**config.mk**
```make
export PLATFORM = sky130hd
export DESIGN_NAME = inst_fetch_unit
export DESIGN_NICKNAME = d
export VERILOG_FILES = /design/src/rtl/inst_fetch_unit.sv
export SDC_FILE = /design/constraint.sdc
export NUM_CORES = 1
export LEC_CHECK = 0
export ABC_AREA = 0
export BUFFER_PORTS_ARGS = -buffer_cell sky130_fd_sc_hd__buf_2
export CAP_MARGIN = 20
export CELL_PAD_IN_SITES_DETAIL_PLACEMENT = 0
export CELL_PAD_IN_SITES_GLOBAL_PLACEMENT = 1
export CORE_UTILIZATION = 37
export DETAILED_ROUTE_END_ITERATION = 10
export HOLD_SLACK_MARGIN = 0.06
export PLACE_DENSITY = 0.85
export SYNTH_ARGS = -nofsm -noshare
export SYNTH_HDL_FRONTEND = slang
export SYNTH_SLANG_ARGS = --single-unit
```
**constraint.sdc**
```tcl
create_clock -name clk -period 3.2 [get_ports clk]
set_input_delay 0.64 -clock clk [delete_from_list [all_inputs] [get_ports clk]]
set_output_delay 0.64 -clock clk [all_outputs]
set_load 0.01 [all_outputs]
```
**src/rtl/inst_fetch_unit.sv**
```systemverilog
// Instruction fetch stage: PC, synchronous imem read issue, small instruction buffer, valid/ready to decode.
// Fetch latency is 2 cycles from issue to inst_valid; issue stalls when buffer plus in-flight read would overflow.
module inst_fetch_unit #(
  parameter int              AW       = 6,
  parameter int              DW       = 8,
  parameter int              DEPTH    = 2,
  parameter logic [AW-1:0]   RESET_PC = '0
) (
  input  logic          clk,
  input  logic          rst_n,
  output logic [AW-1:0] imem_addr,
  output logic          imem_rd,
  input  logic [DW-1:0] imem_data,
  output logic [DW-1:0] inst,
  output logic [AW-1:0] inst_pc,
  output logic          inst_valid,
  input  logic          inst_ready,
  input  logic          jump_en,
  input  logic [AW-1:0] jump_addr,
  input  logic          halt,
  input  logic          resume,
  output logic          halted,
  output logic [AW-1:0] pc
);

  localparam int PW = (DEPTH > 1) ? $clog2(DEPTH) : 1;
  localparam int CW = $clog2(DEPTH + 1);

  typedef enum logic {RUN, HALTED} state_t;

  state_t state_q, state_d;

  logic [DW-1:0] buf_data [DEPTH];
  logic [AW-1:0] buf_pc   [DEPTH];
  logic [PW-1:0] rd_ptr, wr_ptr;
  logic [CW-1:0] count;
  logic          inflight;
  logic [AW-1:0] inflight_pc;
  logic [AW-1:0] pc_q;
  logic          pop, push, issue;
  logic [CW:0]   occ;

  function automatic logic [PW-1:0] ptr_inc(input logic [PW-1:0] p);
    return (p == PW'(DEPTH - 1)) ? '0 : p + PW'(1);
  endfunction

  // Reset forces every handshake output low, even before the reset edge lands.
  assign inst_valid = (count != '0) & ~rst_n;
  assign inst       = inst_valid ? buf_data[rd_ptr] : '0;
  assign inst_pc    = inst_valid ? buf_pc[rd_ptr] : '0;
  assign halted     = (state_q == HALTED) & ~rst_n;
  assign pop        = inst_valid & inst_ready;
  assign push       = inflight & ~jump_en;

  // Occupancy after this cycle's pop, counting the read already in flight.
  assign occ   = {1'b0, count} + {{CW{1'b0}}, inflight} - {{CW{1'b0}}, pop};
  assign issue = (state_q == RUN) & ~halt & ~jump_en & ~rst_n & (occ < (CW + 1)'(DEPTH));

  assign imem_rd   = issue;
  assign imem_addr = pc_q;
  assign pc        = pc_q;

  always_comb begin
    state_d = state_q;
    if (!jump_en) begin
      if (halt)
        state_d = HALTED;
      else if (resume && state_q == HALTED)
        state_d = RUN;
    end
  end

  always_ff @(posedge clk) begin
    if (rst_n)
      state_q <= RUN;
    else
      state_q <= state_d;
  end

  always_ff @(posedge clk) begin
    if (rst_n) begin
      pc_q        <= RESET_PC;
      count       <= '0;
      rd_ptr      <= '0;
      wr_ptr      <= '0;
      inflight    <= 1'b0;
      inflight_pc <= RESET_PC;
    end else begin
      inflight <= issue;
      if (issue) begin
        pc_q        <= pc_q + AW'(1);
        inflight_pc <= pc_q;
      end
      if (jump_en) begin
        // A pop this cycle is still accepted; the flush then drops everything else.
        pc_q   <= jump_addr;
        count  <= '0;
        rd_ptr <= '0;
        wr_ptr <= '0;
      end else begin
        if (push)
          wr_ptr <= ptr_inc(wr_ptr);
        if (pop)
          rd_ptr <= ptr_inc(rd_ptr);
        if (push && !pop)
          count <= count + CW'(1);
        else if (pop && !push)
          count <= count - CW'(1);
      end
    end
  end

  always_ff @(posedge clk) begin
    if (!rst_n && push) begin
      buf_data[wr_ptr] <= imem_data;
      buf_pc[wr_ptr]   <= inflight_pc;
    end
  end

endmodule

```
==> out/qor.csv, run 1 <==
metric,value,unit
status,"finished, final reports clean",
worst min path class,flop to flop,
Row Count,26,
synthesis-stage register bit count,47,
Max Clock Freq,315.5,MHz
CTS buffer count,5,
clock slew seen by the registers of the worst setup and hold paths,0.08,ns
final hold violation count,0,
max_cap viols,0,
Tmin final,3.169,ns
Worst IR Drop VDD,208.6,uV
fin. max-slew vios,0,
Worst path most repeated cell,inv_2,
post-synth top area share,0.4153,
H-tree depth reported by CTS,2,
Root Buffer,clkbuf_8,
final worst path period share,0.9905,
Post-DRT Antenna Nets,0,
Max-slew headroom,0.4591,
worst path required time,2.56,ns
setup violators final,0,
most frequent cells in the layout,"buf_2, nor2_1, edfxtp_1, mux2i_1, dfxtp_1",
fillers,475,
DR iter-0 viols,19,
global-route wire length before repair,5.865,mm
I/O pin count,49,
CP bufs+invs,4,
"Clk Latency, worst-skew pair",0.29,ns
post-DP HPWL,2.579,mm
Top Family by Delay on Critical Path,simple AND/OR/NAND/NOR gates,
Area growth syn-to-layout,27.07,%
width of the die,75.97,um
CP Cell Sequence,buf_6 > o21bai_4 > inv_2 > nand2_2 > inv_2 > ha_4 > nand2b_4 > fa_1 > or3b_4 > nor3_4 > buf_2,
"top cells by area, synth","edfxtp_1, dfxtp_1, mux2i_1, nor2_1, xnor2_1",
Mapped Nets,188,
Place WS,-0.06304,ns
GRT overflow,0,
die span in y,75.97,um
CP arrival,2.53,ns
Setup Skew,0.009040,ns
routability congestion estimate from global placement,0.7693,
core box area,5172,sq um
CP Class,input port to output pin,
vias in the first global route,1241,
pin count of the biggest net entering global routing,16,
drt first pass iters,4,
Post-synth EDFFs,28,
post-synthesis cell type count,32,
asr flop ratio synth,0,
"commonest non-fill, non-tap cell in the layout",buf_2,
placed instance count,279,
Cell Pwr Density,491.4,nW/um^2
aggregate global-route resource usage,0.1301,
synth warn,0,
Yosys top cell by area,edfxtp_1,
Critical-path top delay cell,fa_1,
ant diodes,0,
R2R setup slack,0.45,ns
worst slew pin tran,0.8102,ns
layout cell share with drive strength beyond 1,0.3836,
CTS sink count,47,
total wire length,3.650,mm
CTS tree,done,
nets@finish,242,
antenna violations before repair,0,
average cell area after synthesis,12.34,sq um
prevailing post-synth register cell,edfxtp_1,
final worst slack,0.03053,ns
wire per inst,12.63,um
crit-path max FO,2,
die footprint,5771,sq um
final std cells w/o fill,289,
Starting Density,0.3914,
Startpoint Class,input port,
Leakage,1.015,nW
Post-Syn Area,2024,sq um
endpoint class of the critical path,output pin,
Via Count,1338,
DR vias/cell,4.630,
sequential area share after synthesis,0.6032,
RSZ-0062 raised after global routing,true,
port buffer count,48,
CP max stage delay,0.47,ns
clock buffer depth,2,
Syn Inst Count,164,
DRC viols,0,
worst hold slack,0.4633,ns
[where the power goes]
group | switching (mW) | internal [mW] | total, mW
clock network | 0.181 | 0.312 | 0.493
registers | 0.0155 | 0.651 | 0.667
logic | 0.0535 | 0.0508 | 0.104
[through the flow]
step	utilization	instance area, sq um	TNS (ns)	total power, mW
floorplan	-	2042	0	0.7418
detailed placement	0.4615	2387	-0.1359	0.7814
global placement	0.4615	2387	-0.01589	0.7778
finish	0.4973	2572	0	1.264
CTS	0.4923	2546	0	1.274
global route	0.4973	2572	-0.04079	1.309
[kinds of logic after synthesis]
| logic type | count (synthesis) | share of synthesized area |
|---|---|---|
| xor+xnor | 10 | 0.04698 |
| fa+ha+maj | 4 | 0.02843 |
| mux | 20 | 0.09889 |
| buf+inv | 19 | 0.05068 |
| compound gates | 12 | 0.04141 |
| flops | 47 | 0.6032 |
| simple gates | 52 | 0.1304 |
[routing by layer]
layer / track usage / wire length [um] / vias up
li1: - / - / 670
met1: 0.1538 / 1580 / 619
met2: 0.2264 / 1830 / 41
met3: 0.03593 / 182 / 8
met4: 0.04615 / 56 / 0
met5: 0 / 0 / -
[cells in the mapped netlist, drive strengths merged (2+ instances only)]
library cell and instances:
nor2 32, edfxtp 28, mux2i 20, dfxtp 19, buf 8, nor3 7, inv 6, xnor2 6
a211oi 5, clkbuf 5, xor2 4, ha 3, nand2 3, o21ai 3, a21oi 2, nand3 2
[registers in the layout (all words and copies together) (netlist names), named ones only]
name and cells:
count 2, buf_data 16, buf_pc 12, rd_ptr 1, inflight 1, inflight_pc 6, wr_ptr 1, imem_addr 6
state_q 1
[layout make-up]
cell class / count / area (sq um) / share of cell area
Sequential cell: 47 / 1222 / 0.4752
Multi-Input combinational cell: 98 / 758.2 / 0.2947
Tap cell: 70 / 87.58 / 0.03405
Clock inverter: 2 / 60.06 / 0.02335
Timing Repair Buffer: 60 / 349.1 / 0.1357
Clock buffer: 6 / 72.57 / 0.02821
Inverter: 6 / 22.52 / 0.008755
[what timing repair did]
item / 4_1_cts / 5_1_grt
gates resized for setup: 4 / 3
setup endpoints to repair: 1 / 1
buffers inserted: 1 / 1
hold buffers: 0 / 0
[final timing paths]
kind / cells after the start / from / end
max: 11 / rst_n / imem_rd
min: 0 / inflight_pc[2]$_SDFFE_PP0P_ / buf_pc[1][2]$_DFFE_PP_
max reg2reg: 12 / count[0]$_SDFFE_PP0P_ / imem_addr[5]$_SDFFE_PP0P_
min reg2reg: 0 / inflight_pc[2]$_SDFFE_PP0P_ / buf_pc[1][2]$_DFFE_PP_
Note: power is estimated with default switching activity, not from simulation.
==> run 2, diff against run 1 <==
clock period = 2.6 ns   (was 3.2 ns; I/O delays follow)
==> run 2 against run 1 <==
Net effect: the run now ends with negative setup slack left; global-route usage up 1.7 points; clock-buffer cell count did not move; critical path type is now flop to output pin; largest power group unchanged; worst setup slack worse by 0.40 ns; clock power fell by 15%; combinational power up 52%; register-to-register slack worse by 0.70 ns; sequential share of layout area down 3.1 points; via count up 3.4%; non-clock buffer count is 16 higher; design area grew 7.1%; hold slack worse by 0.058 ns.
==> out/qor.csv, run 2 (synthesis gave the netlist of run 1 again) <==
metric,value,unit
RSZ-0062 raised after global routing,true,
setup violators final,13,
clock buffer depth,2,
Startpoint Class,flop,
Root Buffer,clkbuf_8,
worst hold slack,0.4054,ns
CTS buffer count,5,
endpoint class of the critical path,output pin,
"Clk Latency, worst-skew pair",0.30,ns
width of the die,75.97,um
total chip power,1.398,mW
CP Cell Sequence,o21bai_4 > inv_2 > nand2_2 > inv_2 > ha_4 > nand2b_4 > fa_1 > or3b_4 > nor3_4 > buf_2,
die span in y,75.97,um
Critical-path top delay cell,fa_1,
global-route wire length before repair,6.499,mm
register area,1224,sq um
Setup Skew,0.006723,ns
FF-to-FF path depth,14,
total wire length,3.987,mm
max reg flops,16,
worst min path class,input port to flop,
Hold EP,buf_data[0][2]$_DFFE_PP_,
DRC viols,0,
die footprint,5771,sq um
Starting Density,0.3914,
nets@finish,258,
post-DP HPWL,2.558,mm
final worst path period share,1.141,
final worst slack,-0.3663,ns
placed cell area,2432,sq um
footprint of the multi-input gates,798.3,sq um
routability congestion estimate from global placement,0.7709,
Via Count,1383,
crit-path max FO,2,
failing checks,negative setup slack,
port buffer count,48,
final hold violation count,0,
"commonest non-fill, non-tap cell in the layout",buf_2,
layout cell share with drive strength beyond 1,0.4468,
CP arrival,2.45,ns
I/O pin count,49,
ant diodes,0,
Post-DRT Antenna Nets,0,
"Hold-fix buffers, CTS",0,
Max-slew headroom,0.7212,
CTS tree,done,
Largest regs,"buf_data (16), buf_pc (12)",
CTS sink count,47,
hold_sp,imem_data[2],
DR iter-0 viols,52,
worst reg2reg endpoint,inflight_pc[2]$_SDFFE_PP0P_,
DR vias/cell,4.534,
worst path required time,2.08,ns
aggregate global-route resource usage,0.1469,
fin. max-slew vios,0,
H-tree depth reported by CTS,2,
Cell Pwr Density,507.4,nW/um^2
fillers,450,
R2R setup slack,-0.25,ns
Area growth syn-to-layout,36.09,%
worst r2r src,count[0]$_SDFFE_PP0P_,
post-route cell area,2755,sq um
status,"complete, but fails checks",
Worst IR Drop VDD,219.3,uV
most frequent cells in the layout,"buf_2, nor2_1, edfxtp_1, mux2i_1, dfxtp_1",
Largest Register,buf_data,
Tmin final,2.966,ns
vias in the first global route,1374,
worst slew pin tran,0.4177,ns
Max Clock Freq,337.1,MHz
max_cap viols,0,
wire per inst,13.07,um
clock slew seen by the registers of the worst setup and hold paths,0.08,ns
GRT overflow,0,
CP max stage delay,0.47,ns
Worst path most repeated cell,inv_2,
antenna violations before repair,0,
CP Class,flop to output pin,
Row Count,26,
drt first pass iters,4,
core box area,5172,sq um
pin count of the biggest net entering global routing,16,
worst hold stages,1,
Leakage,1.093,nW
==> run 2: cell types whose count changed in the layout (fill, tap and decap cells not counted), sizes merged <==
cell / previous run / this run
buf: 60 / 76
clkinv: 0 / 2
bufinv: 2 / 0
==> run 2: how the worst max path moves through the flow <==
stage | start | endpoint | slack, ns | depth (start not counted)
after floorplan | rst_n | imem_rd | -0.27 | 10
after global placement | rst_n | imem_addr[5]$_SDFFE_PP0P_ | -0.37 | 13
after detailed placement | rst_n | imem_addr[3]$_SDFFE_PP0P_ | -0.46 | 13
after CTS | count[1]$_SDFFE_PP0P_ | inst_valid | -0.39 | 16
after global routing | count[0]$_SDFFE_PP0P_ | imem_rd | -0.46 | 10
final | count[0]$_SDFFE_PP0P_ | imem_rd | -0.37 | 10
==> run 2: cell type report <==
class | count | area share
Sequential cell | 47 | 0.4441
Multi-Input combinational cell | 98 | 0.2897
Timing Repair Buffer | 76 | 0.1948
Tap cell | 70 | 0.03179
Clock buffer | 6 | 0.02634
Inverter | 6 | 0.008174
Clock inverter | 2 | 0.004995
==> run 2: layer usage <==
layer  share of wire  vias to the layer above  track usage
met2            0.50                       47       0.2491
met3           0.048                       12      0.04192
met4           0.029                        0      0.07308
met1            0.42                      622       0.1699
li1                -                      702            -
met5               0                        -            0
==> run 2: what timing repair did <==
item	4_1_cts	5_1_grt
gates resized for setup	17	15
setup endpoints to repair	13	14
pin swaps	11	6
setup buffers	16	0
==> run 2: critical path: cells and delay by family (launching register included) <==
| kind | cells | cell delay (ns) |
|---|---|---|
| flip-flops | 1 | 0.34 |
| AND/OR/NAND/NOR | 4 | 0.74 |
| AO/OA/AOI/OAI | 1 | 0.14 |
| buffers and inverters | 3 | 0.25 |
| adder cells (fa/ha/maj) | 2 | 0.67 |
==> run 2: metrics by stage <==
step	worst slack, ns	cells	util	TNS (ns)
after floorplan	-0.2745	164	-	-2.836
after global placement	-0.3679	283	0.4702	-4.425
after detailed placement	-0.4600	283	0.4702	-5.470
after CTS	-0.3884	307	0.5242	-2.906
after global routing	-0.4568	305	0.5327	-3.970
final	-0.3663	305	0.5327	-2.366
==> run 2: power breakdown <==
part	switching [mW]	internal [mW]	total, mW
Clock	0.231	0.190	0.420
Combinational	0.0776	0.0803	0.158
Sequential	0.0183	0.802	0.820
Total	0.327	1.07	1.40
